--- src/rtl/cfg_chain_loader.sv ---
// Loads a packed bitstream from a valid/ready word port and shifts it MSB-first into the segmented config chain.
// All outputs registered (start -> word_ready in 1 cycle); host stalls on word_ready low, loader stalls in LOAD up to TIMEOUT cycles.
module cfg_chain_loader #(
  parameter int NUM_SEGS = 2,
  parameter int SEG_BITS = 13,
  parameter int WORD_W   = 8,
  parameter int TIMEOUT  = 15
) (
  input  logic                                     clk,
  input  logic                                     reset,
  input  logic                                     start,
  input  logic                                     abort,
  input  logic [WORD_W-1:0]                        word_in,
  input  logic                                     word_valid,
  output logic                                     word_ready,
  output logic                                     cfg_bit,
  output logic                                     cfg_shift_en,
  output logic [NUM_SEGS-1:0]                      seg_sel,
  output logic                                     prgm_b_out,
  output logic                                     busy,
  output logic                                     done,
  output logic                                     err,
  output logic [$clog2(NUM_SEGS*SEG_BITS+1)-1:0]   bit_count
);

  localparam int TOTAL = NUM_SEGS * SEG_BITS;
  localparam int CW    = $clog2(TOTAL + 1);
  localparam int SW    = $clog2(SEG_BITS + 1);
  localparam int BW    = $clog2(WORD_W + 1);
  localparam int TW    = $clog2(TIMEOUT + 1);

  localparam logic [CW-1:0] LAST_BIT = CW'(TOTAL - 1);
  localparam logic [SW-1:0] SEG_LAST = SW'(SEG_BITS - 1);
  localparam logic [TW-1:0] TO_LAST  = TW'(TIMEOUT - 1);
  localparam logic [BW-1:0] BUF_FULL = BW'(WORD_W);
  localparam logic [BW-1:0] BUF_REST = BW'(WORD_W - 1);

  typedef enum logic [2:0] {IDLE, LOAD, SHIFT, NEXT_SEG, DONE, ERROR} state_t;

  state_t state, next_state;

  logic [WORD_W-1:0]   wbuf, wbuf_n;
  logic [BW-1:0]       wbuf_cnt, wbuf_cnt_n;
  logic [SW-1:0]       seg_cnt, seg_cnt_n;
  logic [TW-1:0]       to_cnt, to_cnt_n;
  logic [CW-1:0]       bit_count_n;
  logic [NUM_SEGS-1:0] seg_sel_n;
  logic                word_ready_n, cfg_bit_n, cfg_shift_en_n;
  logic                prgm_b_n, busy_n, done_n, err_n;

  logic accept, has_bits, seg_end, last_bit, entry;

  assign accept   = word_ready & word_valid;
  assign has_bits = (wbuf_cnt != '0);
  assign last_bit = (state == SHIFT) && (bit_count == LAST_BIT);
  assign seg_end  = (state == SHIFT) && (seg_cnt == SEG_LAST);
  assign entry    = start && ((state == IDLE) || (state == DONE) || (state == ERROR));

  always_ff @(posedge clk or posedge reset) begin
    if (reset) state <= IDLE;
    else       state <= next_state;
  end

  always_comb begin
    next_state = state;
    case (state)
      IDLE, DONE, ERROR: if (start) next_state = LOAD;
      LOAD: begin
        if (abort)                  next_state = ERROR;
        else if (accept)            next_state = SHIFT;
        else if (to_cnt == TO_LAST) next_state = ERROR;
      end
      SHIFT: begin
        if (abort)                    next_state = ERROR;
        else if (last_bit)            next_state = DONE;
        else if (seg_end)             next_state = NEXT_SEG;
        else if (has_bits || accept)  next_state = SHIFT;
        else                          next_state = LOAD;
      end
      NEXT_SEG: begin
        if (abort)         next_state = ERROR;
        else if (has_bits) next_state = SHIFT;
        else               next_state = LOAD;
      end
      default: next_state = IDLE;
    endcase
  end

  // Next-cycle values for the datapath and the registered outputs.
  always_comb begin
    wbuf_n      = wbuf;
    wbuf_cnt_n  = wbuf_cnt;
    seg_cnt_n   = seg_cnt;
    bit_count_n = bit_count;
    to_cnt_n    = '0;
    seg_sel_n   = seg_sel;
    done_n      = done;
    err_n       = err;
    cfg_bit_n   = 1'b0;

    // The chain shifts on every SHIFT cycle, including one cut short by abort.
    if (state == SHIFT) begin
      bit_count_n = bit_count + 1'b1;
      seg_cnt_n   = seg_end ? '0 : seg_cnt + 1'b1;
    end
    if ((state == LOAD) && !accept) to_cnt_n = to_cnt + 1'b1;
    if (state == NEXT_SEG)          seg_sel_n = seg_sel << 1;

    if (entry) begin
      bit_count_n = '0;
      seg_cnt_n   = '0;
      wbuf_cnt_n  = '0;
      seg_sel_n   = NUM_SEGS'(1);
      done_n      = 1'b0;
      err_n       = 1'b0;
    end

    case (next_state)
      SHIFT: begin
        if (has_bits) begin
          cfg_bit_n  = wbuf[WORD_W-1];
          wbuf_n     = wbuf << 1;
          wbuf_cnt_n = wbuf_cnt - 1'b1;
        end else begin
          cfg_bit_n  = word_in[WORD_W-1];
          wbuf_n     = word_in << 1;
          wbuf_cnt_n = BUF_REST;
        end
      end
      // A word accepted on the segment's last bit is parked across the boundary.
      NEXT_SEG: begin
        if (accept) begin
          wbuf_n     = word_in;
          wbuf_cnt_n = BUF_FULL;
        end
      end
      DONE: begin
        done_n     = 1'b1;
        seg_sel_n  = '0;
        wbuf_cnt_n = '0;
      end
      ERROR: begin
        err_n      = 1'b1;
        seg_sel_n  = '0;
        wbuf_cnt_n = '0;
      end
      default: ;
    endcase

    cfg_shift_en_n = (next_state == SHIFT);
    busy_n         = (next_state == LOAD) || (next_state == SHIFT) || (next_state == NEXT_SEG);
    prgm_b_n       = !busy_n;
    // Ask for the next word while the last buffered bit shifts, unless the load ends on that bit.
    word_ready_n   = (next_state == LOAD) ||
                     ((next_state == SHIFT) && (wbuf_cnt_n == '0) && (bit_count_n != LAST_BIT));
  end

  always_ff @(posedge clk or posedge reset) begin
    if (reset) begin
      wbuf         <= '0;
      wbuf_cnt     <= '0;
      seg_cnt      <= '0;
      to_cnt       <= '0;
      bit_count    <= '0;
      seg_sel      <= '0;
      word_ready   <= 1'b0;
      cfg_bit      <= 1'b0;
      cfg_shift_en <= 1'b0;
      prgm_b_out   <= 1'b1;
      busy         <= 1'b0;
      done         <= 1'b0;
      err          <= 1'b0;
    end else begin
      wbuf         <= wbuf_n;
      wbuf_cnt     <= wbuf_cnt_n;
      seg_cnt      <= seg_cnt_n;
      to_cnt       <= to_cnt_n;
      bit_count    <= bit_count_n;
      seg_sel      <= seg_sel_n;
      word_ready   <= word_ready_n;
      cfg_bit      <= cfg_bit_n;
      cfg_shift_en <= cfg_shift_en_n;
      prgm_b_out   <= prgm_b_n;
      busy         <= busy_n;
      done         <= done_n;
      err          <= err_n;
    end
  end

endmodule

--- config.mk ---
export PLATFORM = sky130hd
export DESIGN_NAME = cfg_chain_loader
export DESIGN_NICKNAME = d
export VERILOG_FILES = /design/src/rtl/cfg_chain_loader.sv
export SDC_FILE = /design/constraint.sdc
export NUM_CORES = 1
export LEC_CHECK = 0
export CAP_MARGIN = 20
export CORE_UTILIZATION = 45
export CTS_CLUSTER_SIZE = 12
export DETAILED_ROUTE_END_ITERATION = 8
export HOLD_SLACK_MARGIN = 0.06
export PLACE_DENSITY = 0.75
export SYNTH_ARGS = -nofsm -noshare
export SYNTH_HDL_FRONTEND = slang
export SYNTH_SLANG_ARGS = --single-unit
--- constraint.sdc ---
create_clock -name clk -period 2.36 [get_ports clk]
set_input_delay 0.472 -clock clk [delete_from_list [all_inputs] [get_ports clk]]
set_output_delay 0.472 -clock clk [all_outputs]
set_load 0.02 [all_outputs]
==> metrics.txt <==
Clock Path Buffers=2; GP Congestion=approximately 0.77; DIE AREA=4900 um^2; CTS Hold Bufs=0; slew at the pin closest to its max-slew limit=469 ps; Syn Std Cell Area=2080 um^2; Synth Net Count=230; critical path arrival=2440 ps; register bit count reported by yosys=37; Initial DRC Count=64; maximum VDD drop=~0.67 mV; Root Driver=clkbuf_8; Yosys warning count=0; worst hold path depth=1; pwr dens=about 1100 nW/um^2; setup slack, reg-to-reg=150 ps; die height=70 um; Post-synth EDFFs=0; post-route ant nets=0; worst-path maximum fanout=19; layout cells sized above 1=between 10% and 20%; IO buf count=26; Cells after Synth=210; hold_sp=to_cnt[0]; CP Launch Type=flip-flop; Clock Skew=1.95 ps; Seq/Total Area, Yosys=between 40% and 50%; Worst Hold Class=flip-flop to flip-flop; Reg area=~930 um^2; crit path kind=flip-flop to flip-flop; antenna cell count=0; worst skew pair latency=290 ps; RSZ-0062 raised after global routing=no; WHS=487 ps; Post-Layout Cell Count=about 300; final period utilization=93.6%; CTS Sinks=37; TNS Setup=0 ps; final hold violations=0; TritonRoute pass-1 iters=4; Logic pwr share=47.7%; vias in the first global route=1582; Residual DRC=0; vias per cell=5.51; core area=4410 um^2; Min-Delay Endpoint=to_cnt[0]; Max Fclk=453 MHz; initial antenna violation count=0; Most used DFF post-synth=dfrtp_1; NetSw=1.03 mW; Layout Cell Area excl Fill=2510 um^2; leakage power=~1.1 nW; Vias=1626; worst r2r path cells=9; status=finished clean; largest net degree at the start of global routing=38; Slew Viols, Final=0; Synth-to-Final Area Change=20.4%; placed cells=287; Util after Layout=a little under three fifths; top cells by area, synth=dfrtp_1, mux2i_1, ha_1; global-route wire length before repair=7.42 mm; Net Sw Frac=about two fifths; fillcell total=388; GRT overflow=0; WL final=4.22 mm; DP HPWL=2.98 mm; area of the multi-input gates=1040 um^2; Die W=~70 um; cell taking the most area after synthesis=dfrtp_1; post-CTS setup buffer count=0; Final #Nets=262; Setup Viol. Count Final=0; Async S/R FF share, synth=100%; Inserted Clock Buffers=5; clk slew on worst S/H paths=approximately 70 ps; CP endpoint kind=flip-flop; R2R Path Start=wbuf_cnt[0]; sequential share of power=36.2%; dpl cell area=around 2400 um^2; CTS tree=yes; Synth cell types=52; Cell Rows=24; DR WL/cell=14.3 um; H-tree Lvls=2; relative slew slack=68.8%; minimum clock period=2210 ps; Critical R2R Capture=wbuf[2]; num ports=27; post-synth top area share=43.3%; Clock power frac=16.0%; Max-Cap Viols=0; Global Route Usage Sum=19.0%; worst path required time=2590 ps; Syn Area/Cell=9.91 um^2; cell internal pwr=1.62 mW; initial core utilization=47.1%
## repair_timing
action / CTS / global route
gates resized for setup: 0 / 1
endpoints found under the hold margin: 0 / 0
setup endpoints to repair: 0 / 1
## power by group through the flow
stage / Sequential [mW] / Combinational, mW / Clock, mW
6_report: 0.960 / 1.27 / 0.424
5_1_grt: 0.986 / 1.40 / 0.452
4_1_cts: 0.956 / 1.26 / 0.435
3_5_place_dp: 0.966 / 1.25 / 0
3_3_place_gp: 0.963 / 1.23 / 0
2_1_floorplan: 1.01 / 0.858 / 0
## how the worst max path moves through the flow
stage                startpoint      end  slack (ps)
floorplan           wbuf_cnt[0]  wbuf[0]         340
global placement     word_valid  wbuf[5]         100
detailed placement   word_valid  wbuf[4]          60
CTS                 wbuf_cnt[0]  wbuf[4]         140
global route        wbuf_cnt[0]  wbuf[2]          20
finish              wbuf_cnt[0]  wbuf[2]         150
## area by class of cell
cell class	count	area share, %
Tap cell	52	2.60
Multi-Input combinational cell	151	41.6
Clock inverter	2	0.399
Sequential cell	37	37.0
Inverter	12	1.90
Clock buffer	6	2.90
Timing Repair Buffer	35	13.6
## logic make-up (layout without fill, tap and decap cells)
kind of cell	count (synthesis)	after routing	share of synthesized area, %
AO/OA/AOI/OAI	46	46	16.9
XOR/XNOR	7	7	2.95
adder cells (fa/ha/maj)	7	7	4.21
buffers and inverters	22	55	5.59
flip-flops	37	37	44.6
multiplexers	17	17	8.18
AND/OR/NAND/NOR	74	74	17.6
## layout by cell type (no fill, tap or decap), drive strengths merged, types with 3 or more instances in the layout
master	n
dfrtp	36
clkdlybuf4s50	26
nand2	24
nor2	18
mux2i	17
a21oi	13
inv	12
a22o	9
buf	9
ha	7
nor3	7
o21ai	6
clkbuf	6
nand2b	4
xor2	4
and3	3
nor2b	3
or3	3
xnor2	3
nand3	3
a211oi	3
## through the flow
step           power, mW  setup slack, ps
2_1_floorplan       1.87              345
5_1_grt             2.84             15.4
3_5_place_dp        2.21             56.2
3_3_place_gp        2.20             97.0
6_report            2.65              151
4_1_cts             2.65              137
## worst max-delay path, stage by stage, from the launching register on
cell and delay, ps:
dfrtp_1 410, inv_1 110, ha_1 220, nor3b_4 280
a21o_1 150, a21oi_1 60, o221a_1 280, buf_12 170
o21ai_4 270, a22o_1 190
## sequential cells by signal, indices dropped and copies added, names as in the netlist, 2 cells and up
signal / cells
wbuf: 8
bit_count: 5
seg_cnt: 4
to_cnt: 4
wbuf_cnt: 4
state: 3
seg_sel: 2
## synthesized netlist by cell type, types with 3 or more instances
library cell,instances
a22o_1,9
nand2_1,23
nor2b_1,3
xnor2_1,3
nor3_1,6
nor2_1,18
ha_1,7
buf_2,4
dfrtp_1,36
mux2i_1,17
nand3_1,3
or3_1,3
xor2_1,4
o21ai_0,5
inv_1,9
and3_1,3
a21oi_1,12
nand2b_1,4
## metal layers
| layer | share of wire, % | routed length (um) | track usage [%] |
|---|---|---|---|
| met1 | 49 | 2050 | 27.1 |
| met2 | 47 | 1990 | 29.4 |
| met3 | 3.1 | 129 | 3.46 |
| met4 | 1.2 | 50 | 6.00 |
| met5 | 0 | 0 | 0 |
(Power assumes the default switching activity.)
